===== src/rtl/dispatch_pkg.sv =====
// dispatch_pkg: shared types, sizes and helpers for the thread dispatch sequencer.
package dispatch_pkg;
  localparam int NUM_LANES = 4;
  localparam int TID_W = 10;
  localparam int CHUNK_W = 256;
  localparam int NUM_CHUNKS = 4;
  localparam int SETTLE_CYCLES = 2;
  localparam int MASK_W = CHUNK_W * NUM_CHUNKS;
  localparam int IDX_W = $clog2(NUM_CHUNKS);
  localparam int CNT_W = $clog2(CHUNK_W + 1);
  localparam int SET_W = $clog2(SETTLE_CYCLES + 1);
  typedef enum logic [2:0] {IDLE, SELECT, RESTART, SETTLE, RUN, DRAIN} state_e;
  typedef struct packed {
    logic [NUM_LANES-1:0][TID_W-1:0] tid;
    logic [NUM_LANES-1:0] lane_mask;
    logic last;
  } bundle_t;
  function automatic logic [CNT_W-1:0] popcnt(input logic [CHUNK_W-1:0] v);
    popcnt = '0;
    for (int i = 0; i < CHUNK_W; i++) popcnt = popcnt + CNT_W'(v[i]);
  endfunction
endpackage


===== src/rtl/thread_dispatch_sequencer_if.sv =====
// thread_dispatch_sequencer_if: valid/ready bundle bus towards the CGRA issue stage.
interface thread_dispatch_sequencer_if;
  import dispatch_pkg::*;
  logic disp_valid;
  logic disp_ready;
  logic [NUM_LANES*TID_W-1:0] disp_tid;
  logic [NUM_LANES-1:0] disp_lane_mask;
  logic disp_last;
  modport master(output disp_valid, disp_tid, disp_lane_mask, disp_last, input disp_ready);
  modport slave(input disp_valid, disp_tid, disp_lane_mask, disp_last, output disp_ready);
endinterface


===== src/rtl/dispatch_out_reg.sv =====
// dispatch_out_reg: one-entry valid/ready holding register for outgoing bundles.
module dispatch_out_reg
  import dispatch_pkg::*;
(
  input  logic    clk,
  input  logic    rst_n,
  input  logic    flush,
  input  logic    load,
  input  bundle_t in_bundle,
  input  logic    ready,
  output logic    valid,
  output bundle_t out_bundle
);
  logic valid_q, valid_d;
  bundle_t data_q, data_d;
  always_comb begin
    valid_d = flush ? 1'b0 : load ? 1'b1 : valid_q && !ready;
    data_d = (load && !flush) ? in_bundle : data_q;
  end
  always_ff @(posedge clk)
    if (!rst_n) begin
      valid_q <= 1'b0;
      data_q <= '0;
    end else begin
      valid_q <= valid_d;
      data_q <= data_d;
    end
  assign valid = valid_q;
  assign out_bundle = data_q;
endmodule


===== src/rtl/thread_dispatch_sequencer.sv =====
// thread_dispatch_sequencer: walks a warp mask chunk by chunk, drives the thread generator
// and issues its TID bundles to the issue stage.
module thread_dispatch_sequencer
  import dispatch_pkg::*;
(
  input  logic                clk,
  input  logic                rst_n,
  input  logic                start,
  input  logic                abort,
  input  logic [MASK_W-1:0]   active_mask,
  input  logic [1:0]          unrolling_factor_in,
  output logic                busy,
  output logic                done,
  output logic [CHUNK_W-1:0]  active_mask_chunk,
  output logic [IDX_W-1:0]    chunk_base_addr,
  output logic [1:0]          unrolling_factor,
  output logic                restart,
  output logic                fifo_pop,
  input  logic [TID_W-1:0]    next_tid_0,
  input  logic [TID_W-1:0]    next_tid_1,
  input  logic [TID_W-1:0]    next_tid_2,
  input  logic [TID_W-1:0]    next_tid_3,
  input  logic                valid_0,
  input  logic                valid_1,
  input  logic                valid_2,
  input  logic                valid_3,
  input  logic                fifo_empty,
  input  logic                chunk_done,
  thread_dispatch_sequencer_if.master disp
);
  state_e state_q, state_d;
  logic [IDX_W-1:0] idx_q, idx_d;
  logic [MASK_W-1:0] mask_q, mask_d;
  logic [CHUNK_W-1:0] chunk_q, chunk_d;
  logic [1:0] uf_q, uf_d;
  logic [SET_W-1:0] settle_q, settle_d;
  logic [CNT_W-1:0] remain_q, remain_d, lane_cnt;
  logic final_q, final_d;
  logic [NUM_LANES-1:0] lanes;
  logic out_valid, load;
  bundle_t in_b, out_b;
  assign lanes = {valid_3, valid_2, valid_1, valid_0};
  assign lane_cnt = CNT_W'(valid_0) + CNT_W'(valid_1) + CNT_W'(valid_2) + CNT_W'(valid_3);
  assign fifo_pop = state_q == RUN && !fifo_empty && (!out_valid || disp.disp_ready) && !abort;
  assign load = fifo_pop && |lanes;
  // remain_q counts threads still owed by this chunk, so the final one can be tagged at pop time
  assign in_b = {next_tid_3, next_tid_2, next_tid_1, next_tid_0, lanes, final_q && remain_q == lane_cnt};
  assign busy = state_q != IDLE;
  assign restart = state_q == RESTART;
  assign done = state_q == DRAIN && !out_valid && !abort;
  assign active_mask_chunk = chunk_q;
  assign chunk_base_addr = idx_q;
  assign unrolling_factor = uf_q;
  always_comb begin
    state_d = state_q;
    idx_d = idx_q;
    mask_d = mask_q;
    uf_d = uf_q;
    settle_d = settle_q;
    remain_d = remain_q;
    final_d = final_q;
    case (state_q)
      IDLE: if (start) begin
        state_d = SELECT;
        mask_d = active_mask;
        uf_d = unrolling_factor_in;
        idx_d = '0;
      end
      SELECT: begin
        remain_d = popcnt(chunk_q);
        final_d = (mask_q >> ((32'(idx_q) + 32'd1) * CHUNK_W)) == '0;
        if (chunk_q != '0) state_d = RESTART;
        else if (idx_q == IDX_W'(NUM_CHUNKS - 1)) state_d = DRAIN;
        else idx_d = idx_q + 1'b1;
      end
      RESTART: begin
        state_d = SETTLE;
        settle_d = SET_W'(SETTLE_CYCLES - 1);
      end
      SETTLE: if (settle_q == '0) state_d = RUN; else settle_d = settle_q - 1'b1;
      RUN: begin
        if (fifo_pop) remain_d = remain_q - lane_cnt;
        if (chunk_done && fifo_empty) begin
          if (idx_q == IDX_W'(NUM_CHUNKS - 1)) state_d = DRAIN;
          else begin
            idx_d = idx_q + 1'b1;
            state_d = SELECT;
          end
        end
      end
      DRAIN: if (!out_valid) state_d = IDLE;
      default: state_d = IDLE;
    endcase
    if (abort) state_d = IDLE;
    chunk_d = mask_d[{idx_d, {$clog2(CHUNK_W){1'b0}}} +: CHUNK_W];
  end
  always_ff @(posedge clk)
    if (!rst_n) begin
      state_q <= IDLE;
      idx_q <= '0;
      mask_q <= '0;
      chunk_q <= '0;
      uf_q <= '0;
      settle_q <= '0;
      remain_q <= '0;
      final_q <= 1'b0;
    end else begin
      state_q <= state_d;
      idx_q <= idx_d;
      mask_q <= mask_d;
      chunk_q <= chunk_d;
      uf_q <= uf_d;
      settle_q <= settle_d;
      remain_q <= remain_d;
      final_q <= final_d;
    end
  dispatch_out_reg u_out (
    .clk(clk),
    .rst_n(rst_n),
    .flush(abort),
    .load(load),
    .in_bundle(in_b),
    .ready(disp.disp_ready),
    .valid(out_valid),
    .out_bundle(out_b)
  );
  assign disp.disp_valid = out_valid;
  assign disp.disp_tid = out_b.tid;
  assign disp.disp_lane_mask = out_b.lane_mask;
  assign disp.disp_last = out_b.last;
endmodule

===== src/flat_wrapper.sv =====
// flat-port wrapper written by rule: the top's interface ports become plain ports
module thread_dispatch_sequencer_flat import dispatch_pkg::*;
  (clk, rst_n, start, abort, active_mask, unrolling_factor_in, busy, done, active_mask_chunk, chunk_base_addr, unrolling_factor, restart, fifo_pop, next_tid_0, next_tid_1, next_tid_2, next_tid_3, valid_0, valid_1, valid_2, valid_3, fifo_empty, chunk_done, disp_disp_valid, disp_disp_tid, disp_disp_lane_mask, disp_disp_last, disp_disp_ready);
  thread_dispatch_sequencer_if disp_i ();
  input  logic clk;
  input  logic rst_n;
  input  logic start;
  input  logic abort;
  input  logic [MASK_W-1:0] active_mask;
  input  logic [1:0] unrolling_factor_in;
  output logic busy;
  output logic done;
  output logic [CHUNK_W-1:0] active_mask_chunk;
  output logic [IDX_W-1:0] chunk_base_addr;
  output logic [1:0] unrolling_factor;
  output logic restart;
  output logic fifo_pop;
  input  logic [TID_W-1:0] next_tid_0;
  input  logic [TID_W-1:0] next_tid_1;
  input  logic [TID_W-1:0] next_tid_2;
  input  logic [TID_W-1:0] next_tid_3;
  input  logic valid_0;
  input  logic valid_1;
  input  logic valid_2;
  input  logic valid_3;
  input  logic fifo_empty;
  input  logic chunk_done;
  output wire logic [$bits(disp_i.disp_valid)-1:0] disp_disp_valid;
  output wire logic [$bits(disp_i.disp_tid)-1:0] disp_disp_tid;
  output wire logic [$bits(disp_i.disp_lane_mask)-1:0] disp_disp_lane_mask;
  output wire logic [$bits(disp_i.disp_last)-1:0] disp_disp_last;
  input wire logic [$bits(disp_i.disp_ready)-1:0] disp_disp_ready;
  assign disp_disp_valid = disp_i.disp_valid;
  assign disp_disp_tid = disp_i.disp_tid;
  assign disp_disp_lane_mask = disp_i.disp_lane_mask;
  assign disp_disp_last = disp_i.disp_last;
  assign disp_i.disp_ready = disp_disp_ready;
  thread_dispatch_sequencer u_core (.clk(clk), .rst_n(rst_n), .start(start), .abort(abort), .active_mask(active_mask), .unrolling_factor_in(unrolling_factor_in), .busy(busy), .done(done), .active_mask_chunk(active_mask_chunk), .chunk_base_addr(chunk_base_addr), .unrolling_factor(unrolling_factor), .restart(restart), .fifo_pop(fifo_pop), .next_tid_0(next_tid_0), .next_tid_1(next_tid_1), .next_tid_2(next_tid_2), .next_tid_3(next_tid_3), .valid_0(valid_0), .valid_1(valid_1), .valid_2(valid_2), .valid_3(valid_3), .fifo_empty(fifo_empty), .chunk_done(chunk_done), .disp(disp_i));
endmodule

===== config.mk =====
export PLATFORM = sky130hd
export DESIGN_NAME = thread_dispatch_sequencer_flat
export DESIGN_NICKNAME = d
export VERILOG_FILES = /design/src/rtl/dispatch_pkg.sv /design/src/rtl/thread_dispatch_sequencer_if.sv /design/src/rtl/dispatch_out_reg.sv /design/src/rtl/thread_dispatch_sequencer.sv /design/src/flat_wrapper.sv
export SDC_FILE = /design/constraint.sdc
export NUM_CORES = 2
export LEC_CHECK = 0
export ABC_AREA = 1
export ABC_CLOCK_PERIOD_IN_PS = 14170
export BUFFER_PORTS_ARGS = -buffer_cell sky130_fd_sc_hd__buf_2
export CAP_MARGIN = 0
export CORE_AREA = 2 2 539 541
export DETAILED_ROUTE_END_ITERATION = 6
export DIE_AREA = 0 0 541 543
export PLACE_DENSITY_LB_ADDON = 0.3
export RECOVER_POWER = 25
export SYNTH_ARGS = -nofsm -noshare
export SYNTH_HDL_FRONTEND = slang
export SYNTH_SLANG_ARGS = --single-unit
export TNS_END_PERCENT = 5

===== constraint.sdc =====
create_clock -name clk -period 14.17 [get_ports clk]
set_input_delay 0 -clock clk [delete_from_list [all_inputs] [get_ports clk]]
set_output_delay 0 -clock clk [all_outputs]
set_load 0.01 [all_outputs]

==> metrics <==
wirelength, routed=437,000 um; Nets=13.1k; die width=541 um; top cells by count, synth=nor2_1 (1,638), dfxtp_1 (1,345), nand2_1 (1,324); area leader, netlist=dfxtp_1; max-cap check violation count=9; Worst Skew=84.4 ps; launch point of the worst reg-to-reg path=u_core.active_mask_chunk[240]$_SDFF_PN0_; Setup WS pre-CTS=5960 ps; worst endpoint required time=14,820 ps; Synth warnings=0; run status=finished, violations left; fillers=29.8k; most numerous cell on the critical path=clkbuf_1; clock sinks=1,345; 1st-iter DRT viols=7,360; Hold Crit Class=primary input to flop; post-synth top area share=40.9%; Crit path largest cell delay=4960 ps; routability cong.=0.969; share of layout cells above drive strength 1=12.5%; vias in the first global route=72.8k; Leakage=45.6 nW; Clock Path Buffers=4; Final WS setup=3130 ps; critical path launch point=rst_n; Tmin final=11,040 ps; synth unique cells=42; height of the die=543 um; crit path launch type=primary input; number of CTS-inserted buffers=171; clock root cell=clkbuf_16; number of synthesized flops with an enable pin=0; Cell Area, Synth=65,800 sq um; final setup fails=0; die area=294,000 sq um; DRT Pass-1 Iters=6; Main synth FF type=dfxtp_1; crit path DAT=11,700 ps; most frequent cell after synthesis=nor2_1; final hold vios=0; Starting Density=22.9%; failing checks=max-capacitance violations, max-slew violations; final slew viol count=538; slowest stage cell, crit path=clkinvlp_2; first-pass GRT wire length=588,000 um; crit end category=flop; Peak VDD IR=2100 uV; post-route ant nets=0; synthesized flop and latch total=1,345; Worst Tran Pin Value=4520 ps; Post-Syn Area per Cell=7.60 sq um; Remaining DRCs=0; Power Dens Cells=218 nW/um^2; Avg WL per Cell=27.8 um; Hold Crit Start=active_mask[963]; critical path class=primary input to flop; unrepaired setup endpoints after global routing=no; final hold slack=59.2 ps; H-tree depth=4; Area Overhead vs Synth=53.0%; Core Rows=197; CTS tree=built; Worst Path Max Fanout=166; pin count of the biggest net entering global routing=169; top area cells in the synthesized netlist=dfxtp_1 (41%), nor2_1 (9.3%), mux2i_1 (9.0%), nand3_1 (7.6%), nand2_1 (7.6%); worst skew pair latency=870 ps; DP HPWL=338,000 um; Max-slew headroom=-203%; FMAX=0.0906 GHz; via count=74.4k; critical-path cell list=dlygate4sd3_1, clkbuf_1, clkinvlp_2, clkbuf_1, buf_4, buf_12, a21oi_1; # port buffers=1,386; Post-CTS Setup Bufs=0; GRT overflow=0; GRT Overall Usage=28.6%; core area=287,000 sq um; IO Pins=1,387; post-synthesis net count=10.0k; fraction of registers with async set/reset=0%; Vias/cell=4.74; Seq/Total Area, Yosys=40.9%; Setup TNS=0 ps; fin crit share=77.9%; initial antenna violation count=163; Reg clk slew, reported paths=70 ps; Syn Inst Count=8,658
==> worst max-delay path: cells and delay by family <==
family,cells,cell delay (ps)
buf+inv,6,10560
compound gates,1,770
==> repair_timing <==
item	4_1_cts	5_1_grt
resized for setup	0	0
hold endpoints to repair	1329	0
hold buffers	1919	0
==> worst paths after layout <==
kind                                              end  slack (ps)  depth (start not counted)
max reg2reg           u_core.remain_q[8]$_SDFFE_PN0P_        5860                         27
min                     u_core.mask_q[963]$_SDFF_PN0_          60                          4
max          u_core.active_mask_chunk[124]$_SDFF_PN0_        3130                          7
min reg2reg   u_core.u_out.out_bundle[3]$_SDFFE_PN0P_         470                          2
==> cells by family after synthesis <==
logic type,synth area share (%)
buffers and inverters,8.35
adders and majority gates,8.34
and+or+nand+nor,27.0
AOI/OAI and AO/OA,6.30
xor gates and xnor gates,0.0533
DFF,40.9
muxes,9.02
==> power breakdown <==
group          switching, mW  internal (mW)  leakage (nW)
sequential             0.216           4.10          11.1
combinational           7.39           5.66          31.7
clock                   1.91           2.64          2.75
==> state kept, by name, indices dropped and copies added (netlist names) <==
signal and count:
u_core.active_mask_chunk 256, u_core.chunk_base_addr 2, u_core.final_q 1, u_core.mask_q 1024, u_core.remain_q 9, u_core.settle_q 2
u_core.state_q 3, u_core.u_out.out_bundle 45, u_core.u_out.valid 1, u_core.unrolling_factor 2
==> final cells by class <==
class	instances	area, sq um	area share [%]
well taps	3781	4730	4.70
clock inverters	51	592	0.588
inverters	822	3110	3.09
multi-input cells	5950	33400	33.2
flip-flops and latches	1345	26900	26.7
clock buffers	255	5070	5.03
diodes	90	225	0.224
repair buffers	3415	26600	26.4
==> placed cells by master, fill, tap and decap left out, drive strengths merged <==
master          n
clkinvlp       13
nor3b           1
nand4          92
o22ai           1
nand3        1002
dlygate4sd3  1919
o21a            2
xnor2           2
o21bai          2
o2111ai         1
or2            39
nand3b          4
a31oi           4
a211oi          2
diode          90
nor2         1641
nor3          113
fa            244
mux2i         593
nand2        1327
o32ai           1
dfxtp        1345
xor2            2
o211ai          1
clkbuf        570
clkinv         23
bufinv          9
nor4           24
a21oi         192
ha             48
o21ai         604
buf          1181
o31ai           8
inv           828
==> metrics by stage <==
step / power (mW) / instance area [sq um] / cells / utilization (%)
2_1_floorplan: 14.5 / 65800 / 8658 / -
3_3_place_gp: 17.0 / 76100 / 13400 / 26.5
3_5_place_dp: 17.1 / 76100 / 13400 / 26.5
4_1_cts: 22.1 / 101000 / 15600 / 35.1
5_1_grt: 23.9 / 101000 / 15700 / 35.0
6_report: 21.9 / 101000 / 15700 / 35.0
==> routing by layer <==
metal	track usage (%)	share of wire (%)
met1	34.5	40
met2	45.6	44
met3	7.89	9.1
met4	15.9	6.7
met5	0	0.078
No activity file was read; power rests on OpenSTA's default activity.
